### src/rtl/core_run_ctrl_if.sv
// Control/status bundle between the run controller (slave) and whoever
// starts/halts runs and watches progress (master).
interface core_run_ctrl_if #(
    parameter int NUM_RST = 2,
    parameter int CNT_W   = 16
);
    logic               start;
    logic               halt_req;
    logic [NUM_RST-1:0] core_rst_n;
    logic               core_ce;
    logic [CNT_W-1:0]   cycle_cnt;
    logic               running;
    logic               done;

    modport master (
        output start, halt_req,
        input  core_rst_n, core_ce, cycle_cnt, running, done
    );

    modport slave (
        input  start, halt_req,
        output core_rst_n, core_ce, cycle_cnt, running, done
    );
endinterface

### src/rtl/core_run_ctrl.sv
// Run controller for the RISC core: synchronised reset release, staged
// channel resets, divided clock-enable, cycle budget and halt handling.
module core_run_ctrl #(
    parameter int RST_HOLD   = 4,
    parameter int NUM_RST    = 2,
    parameter int STAGE_GAP  = 4,
    parameter int DIV        = 1,
    parameter int RUN_CYCLES = 200,
    parameter int CNT_W      = 16
) (
    input  logic           clk,
    input  logic           rst,
    core_run_ctrl_if.slave bus
);
    typedef enum logic [2:0] {HOLD, RELEASE, IDLE, RUN, DONE} state_t;

    localparam int TMR_MAX = (RST_HOLD > STAGE_GAP) ? RST_HOLD : STAGE_GAP;
    localparam int TMR_W   = $clog2(TMR_MAX + 1);
    localparam int DIV_W   = (DIV > 1) ? $clog2(DIV) : 1;
    localparam logic [CNT_W-1:0] BUDGET = CNT_W'(RUN_CYCLES);

    if (RUN_CYCLES < 0 || 64'(RUN_CYCLES) >= (64'd1 << CNT_W)) begin : g_bad_budget
        $error("core_run_ctrl: RUN_CYCLES does not fit in CNT_W bits");
    end
    if ($bits(bus.cycle_cnt) != CNT_W || $bits(bus.core_rst_n) != NUM_RST) begin : g_bad_if
        $error("core_run_ctrl: interface widths do not match parameters");
    end

    state_t             state_q, state_d;
    logic [1:0]         sync_q;
    logic               rst_sync;
    logic [TMR_W-1:0]   tmr_q, tmr_d;
    logic [DIV_W-1:0]   div_q, div_d;
    logic [NUM_RST-1:0] core_rst_n_q, core_rst_n_d;
    logic               core_ce_q, core_ce_d;
    logic [CNT_W-1:0]   cycle_cnt_q, cycle_cnt_d;
    logic               running_q, running_d;
    logic               done_q, done_d;
    logic [NUM_RST-1:0] rel_shift;
    logic [CNT_W-1:0]   cnt_inc;
    logic               budget_hit;

    // Assertion is immediate through the async clear; only release is synchronised.
    always_ff @(posedge clk or negedge rst) begin
        if (!rst) begin
            sync_q <= 2'b00;
        end else begin
            sync_q <= {sync_q[0], 1'b1};
        end
    end
    assign rst_sync = sync_q[1];

    // Each release step shifts one more '1' in from bit 0.
    genvar gi;
    for (gi = 0; gi < NUM_RST; gi++) begin : g_stage
        if (gi == 0) begin : g_first
            assign rel_shift[gi] = 1'b1;
        end else begin : g_next
            assign rel_shift[gi] = core_rst_n_q[gi-1];
        end
    end

    always_ff @(posedge clk or negedge rst) begin
        if (!rst) begin
            state_q      <= HOLD;
            tmr_q        <= '0;
            div_q        <= '0;
            core_rst_n_q <= '0;
            core_ce_q    <= 1'b0;
            cycle_cnt_q  <= '0;
            running_q    <= 1'b0;
            done_q       <= 1'b0;
        end else begin
            state_q      <= state_d;
            tmr_q        <= tmr_d;
            div_q        <= div_d;
            core_rst_n_q <= core_rst_n_d;
            core_ce_q    <= core_ce_d;
            cycle_cnt_q  <= cycle_cnt_d;
            running_q    <= running_d;
            done_q       <= done_d;
        end
    end

    always_comb begin
        state_d      = state_q;
        tmr_d        = tmr_q;
        div_d        = div_q;
        core_rst_n_d = core_rst_n_q;
        core_ce_d    = 1'b0;
        cycle_cnt_d  = cycle_cnt_q;
        budget_hit   = 1'b0;
        cnt_inc      = (cycle_cnt_q == '1) ? cycle_cnt_q : cycle_cnt_q + 1'b1;

        case (state_q)
            HOLD: begin
                if (rst_sync) begin
                    if (tmr_q == TMR_W'(RST_HOLD - 1)) begin
                        tmr_d        = '0;
                        core_rst_n_d = rel_shift;
                        state_d      = rel_shift[NUM_RST-1] ? IDLE : RELEASE;
                    end else begin
                        tmr_d = tmr_q + 1'b1;
                    end
                end
            end
            RELEASE: begin
                if (tmr_q == TMR_W'(STAGE_GAP - 1)) begin
                    tmr_d        = '0;
                    core_rst_n_d = rel_shift;
                    if (rel_shift[NUM_RST-1]) begin
                        state_d = IDLE;
                    end
                end else begin
                    tmr_d = tmr_q + 1'b1;
                end
            end
            IDLE, DONE: begin
                if (bus.start) begin
                    state_d     = RUN;
                    cycle_cnt_d = '0;
                    div_d       = '0;
                    core_ce_d   = 1'b1;
                end
            end
            RUN: begin
                // The enable already presented this cycle counts even when halting.
                if (core_ce_q) begin
                    cycle_cnt_d = cnt_inc;
                    budget_hit  = (RUN_CYCLES != 0) && (cnt_inc == BUDGET);
                end
                div_d = (div_q == DIV_W'(DIV - 1)) ? '0 : div_q + 1'b1;
                if (bus.halt_req || budget_hit) begin
                    state_d = DONE;
                end else begin
                    core_ce_d = (div_d == '0);
                end
            end
            default: state_d = HOLD;
        endcase

        running_d = (state_d == RUN);
        done_d    = (state_d == DONE);
    end

    assign bus.core_rst_n = core_rst_n_q;
    assign bus.core_ce    = core_ce_q;
    assign bus.cycle_cnt  = cycle_cnt_q;
    assign bus.running    = running_q;
    assign bus.done       = done_q;
endmodule
### src/flat_wrapper.sv
// flat-port wrapper written by rule: the top's interface ports become plain ports
module core_run_ctrl_flat 
#(
    parameter int RST_HOLD   = 4,
    parameter int NUM_RST    = 2,
    parameter int STAGE_GAP  = 4,
    parameter int DIV        = 1,
    parameter int RUN_CYCLES = 200,
    parameter int CNT_W      = 16
)
  (clk, rst, bus_start, bus_halt_req, bus_core_rst_n, bus_core_ce, bus_cycle_cnt, bus_running, bus_done);
  core_run_ctrl_if #(.NUM_RST(NUM_RST), .CNT_W(CNT_W)) bus_i ();
  input  logic clk;
  input  logic rst;
  input wire logic [$bits(bus_i.start)-1:0] bus_start;
  input wire logic [$bits(bus_i.halt_req)-1:0] bus_halt_req;
  output wire logic [$bits(bus_i.core_rst_n)-1:0] bus_core_rst_n;
  output wire logic [$bits(bus_i.core_ce)-1:0] bus_core_ce;
  output wire logic [$bits(bus_i.cycle_cnt)-1:0] bus_cycle_cnt;
  output wire logic [$bits(bus_i.running)-1:0] bus_running;
  output wire logic [$bits(bus_i.done)-1:0] bus_done;
  assign bus_i.start = bus_start;
  assign bus_i.halt_req = bus_halt_req;
  assign bus_core_rst_n = bus_i.core_rst_n;
  assign bus_core_ce = bus_i.core_ce;
  assign bus_cycle_cnt = bus_i.cycle_cnt;
  assign bus_running = bus_i.running;
  assign bus_done = bus_i.done;
  core_run_ctrl #(.RST_HOLD(RST_HOLD), .NUM_RST(NUM_RST), .STAGE_GAP(STAGE_GAP), .DIV(DIV), .RUN_CYCLES(RUN_CYCLES), .CNT_W(CNT_W)) u_core (.clk(clk), .rst(rst), .bus(bus_i));
endmodule
### config.mk
export PLATFORM = sky130hd
export DESIGN_NAME = core_run_ctrl_flat
export DESIGN_NICKNAME = d
export VERILOG_FILES = /design/src/rtl/core_run_ctrl_if.sv /design/src/rtl/core_run_ctrl.sv /design/src/flat_wrapper.sv
export SDC_FILE = /design/constraint.sdc
export NUM_CORES = 1
export LEC_CHECK = 0
export BUFFER_PORTS_ARGS = -buffer_cell sky130_fd_sc_hd__clkbuf_2
export CELL_PAD_IN_SITES_DETAIL_PLACEMENT = 1
export CELL_PAD_IN_SITES_GLOBAL_PLACEMENT = 1
export CORE_MARGIN = 10
export CORE_UTILIZATION = 38
export CTS_CLUSTER_DIAMETER = 150
export DETAILED_ROUTE_END_ITERATION = 16
export PLACE_DENSITY = 0.8
export REMOVE_ABC_BUFFERS = 1
export SYNTH_ARGS = -nofsm -noshare
export SYNTH_HDL_FRONTEND = slang
export SYNTH_SLANG_ARGS = --single-unit
### constraint.sdc
create_clock -name clk -period 4.65 [get_ports clk]
set_clock_uncertainty 0.15 [all_clocks]
set_input_delay 0.6975 -clock clk [delete_from_list [all_inputs] [get_ports clk]]
set_output_delay 0.6975 -clock clk [all_outputs]
set_load 0.03 [all_outputs]
==> impl_results.md <==
- Crit path required time: 4640 ps
- # Post-CTS Setup Buffers: 0
- Crit Path Class: flip-flop to flip-flop
- Vias in the first global route: 1,592
- Synth area leaders: dfrtp_1 41%, o21ai_0 5.7%, nand2_1 5.6%
- Post-synthesis sequential area ratio: 41.43%
- Count of final hold-check violations: 0
- Clock power frac: 30.0%
- Worst-path clk slew: 60 ps
- CP dominant cell by count: nor4_2
- CTS tree: built
- Root Driver: clkbuf_8
- Simple-gate share of the synthesized area: 24.43%
- Post-synth cell types: 47
- Tot Pwr: 0.8362 mW
- Port bufs: 24
- Post-CTS Hold Buffers: 0
- Min-delay worst type: flip-flop to flip-flop
- Main synth FF type: dfrtp_1
- Final Core Density: 44.78%
- WL final: 4725 um
- Relative slew slack: 50.59%
- Finished Layout Cells: 266
- Die ar.: 7726 um^2
- Worst-Margin Slew: 735.0 ps
- MaxCap Viol Count: 0
- CTS Buf Count: 5
- Post-synthesis compound-gate area fraction: 22.57%
- Switching power: 0.2994 mW
- Max Fclk: 0.3464 GHz
- Max-slew violation count: 0
- # placed instances: 259
- Clock Tree Buf Depth: 2
- Sequential share of power: 41.0%
- Pwr Density: 423.0 nW/um^2
- RSZ-0062 raised after global routing: no
- WHS: 204.7 ps
- Period utilization: 62.08%
- Rows: 24
- Routed Antenna Nets: 0
- CP endpoint kind: flip-flop
- Fin Setup TNS: 0 ps
- Die Y: 87.90 um
- Initial antenna violation count: 0
- DRC violations left: 0
- Area grow syn2layout: 12.86%
- Top delay family on crit path: simple AND/OR/NAND/NOR gates
- Comb pwr share: 29.0%
- Worst skew pair latency: 280 ps
- Initial DRC count: 91
- Post-synth EDFFs: 0
- Status: finished clean
- Leakage power: 0.8388 nW
- Final instance area: 1977 um^2
- CP Cell Sequence: ha_1 -> nand3_2 -> nor4_2 -> or3_1 -> o2111ai_1 -> nor4_2 -> o21ai_0
- Post-synth top area share: 41.43%
- Register bit total from synthesis: 29
- Cell taking the most area after synthesis: dfrtp_1
- Sw Ratio: 35.81%
- Post-CTS sizing: 0
- Dpl hpwl: 3384 um
- Pin count of the biggest net entering global routing: 30
- Setup violations, final: 0
- Crit path time final: 2887 ps
- Post-Place Worst Slack: 1792 ps
- Slowest cell on crit path: nor4_2
- First-pass GRT wire length: 7928 um
- Via count: 1,561
- Nets: 220
- Adder-cell share of the synthesized area: 1.429%
- Asr flop ratio synth: 100.0%
- Worst Path Arrival: 2880 ps
- Post-synthesis mux area share: 4.214%
- XOR/XNOR share of the synthesized area: 1.000%
- Number of antenna diodes: 0
- Synth Warn #: 0
- GRT Total Usage: 12.67%
- Cells after Synth: 193
- Startpoint types: flip-flop
- Chip Width: 87.90 um
- Worst Path Max Fanout: 9
- Synthesized cell area: 1752 um^2
- Worst setup margin: 1763 ps
- R2r startpoint: u_core.bus.cycle_cnt[0]$_DFFE_PN0P_
- Initial Util: 39.68%
- Internal power: 0.5368 mW
- Placed standard-cell area: 1873 um^2
- Clock net sink count: 29
- Core area: 4414 um^2
- Share of layout cells above drive strength 1: 19.63%
- First-pass iteration count of the detailed router: 4
- Combinational family with the most area after synthesis: simple AND/OR/NAND/NOR gates
- Grt ovf: 0
- CP peak stage delay: 720 ps
- Worst VDD drop: 0.2188 mV
- Syn_area_per_cell: 9.076 um^2
- WL per Instance: 17.76 um
- Routability cong.: 0.8282
- CP Buf/Inv Count: 0
- HP Start: u_core.sync_q[0]$_DFF_PN0_
- CP startpoint: u_core.bus.cycle_cnt[0]$_DFFE_PN0P_
- Via density: 5.868
- H-tree Lvls: 2
- Io pins: 25
-- worst paths after layout --
path | cells past startpoint | slack (ps) | to
max | 7 | 1760 | u_core.bus.running$_DFF_PN0_
min | 0 | 200 | u_core.sync_q[1]$_DFF_PN0_
max reg2reg | 7 | 1760 | u_core.bus.running$_DFF_PN0_
min reg2reg | 0 | 200 | u_core.sync_q[1]$_DFF_PN0_
max in group asynchronous | 1 | 3580 | u_core.bus.cycle_cnt[13]$_DFFE_PN0P_
min in group asynchronous | 1 | 310 | u_core.bus.cycle_cnt[7]$_DFFE_PN0P_
-- cell families (layout without fill, tap and decap cells) --
| logic type | Yosys count | count (layout) |
|---|---|---|
| buffers and inverters | 15 | 36 |
| XOR/XNOR | 2 | 2 |
| adder cells (fa/ha/maj) | 2 | 2 |
| flip-flops | 29 | 29 |
| AO/OA/AOI/OAI | 63 | 63 |
| AND/OR/NAND/NOR | 74 | 74 |
| multiplexers | 7 | 7 |
| other | 1 | 1 |
-- cell usage after synthesis (2+ instances only) --
cell type	instances
a21o_1	5
a21oi_1	16
a22o_1	3
a31oi_1	3
and3_1	3
and4_1	2
buf_4	5
clkbuf_1	4
dfrtp_1	29
ha_1	2
inv_1	5
mux2_2	3
mux2i_1	4
nand2_1	26
nand2b_1	5
nand3_1	5
nand4_1	3
nor2_1	6
nor2b_1	3
nor3_1	5
nor4_1	4
nor4_2	2
o2111ai_1	2
o21ai_0	20
o31ai_1	5
o41ai_1	2
-- layout make-up --
type / count / area (um^2)
Fill cell: 536 / 2437
Sequential cell: 29 / 725.7
Timing Repair Buffer: 24 / 120.1
Inverter: 5 / 18.77
Clock buffer: 5 / 68.82
Multi-Input combinational cell: 149 / 943.4
Tap cell: 52 / 65.06
Clock inverter: 2 / 35.03
-- routing by layer --
layer	wire length [um]	vias up	global-route usage [%]
met3	212	6	3.714
met2	2239	22	20.70
met4	54	0	3.913
li1	-	763	-
met5	0	-	0
met1	2219	770	15.67
-- sequential cells by signal (all words and copies together) (netlist names) --
signal / cells
u_core.bus.core_ce: 1
u_core.bus.running: 1
u_core.bus.core_rst_n: 2
u_core.sync_q: 2
u_core.bus.done: 1
u_core.bus.cycle_cnt: 16
u_core.tmr_q: 3
u_core.state_q: 3
-- layout by cell type (no fill, tap or decap), types with 2 or more instances in the layout --
cell	synthesis	layout
mux2_2	3	3
nand3_1	5	5
clkbuf_8	0	5
ha_1	2	2
nand2_1	26	26
nor4_2	2	2
mux2i_1	4	4
a22o_1	3	3
inv_1	5	5
a31oi_1	3	3
a21o_1	5	5
o41ai_1	2	2
nand2b_1	5	5
nor4_1	4	4
dfrtp_1	29	29
o21ai_0	20	20
and4_1	2	2
nor2b_1	3	3
nor2_1	6	6
clkbuf_2	0	24
o2111ai_1	2	2
a21oi_1	16	16
nor3_1	5	5
and3_1	3	3
nand4_1	3	3
o31ai_1	5	5
-- power groups by stage --
stage | clock network, mW | logic (mW) | registers, mW
after floorplan | 0 | 0.141 | 0.371
after global placement | 0 | 0.240 | 0.343
after global routing | 0.270 | 0.277 | 0.350
final | 0.251 | 0.243 | 0.343
after detailed placement | 0 | 0.247 | 0.347
after CTS | 0.260 | 0.248 | 0.342
(Power assumes the default switching activity.)
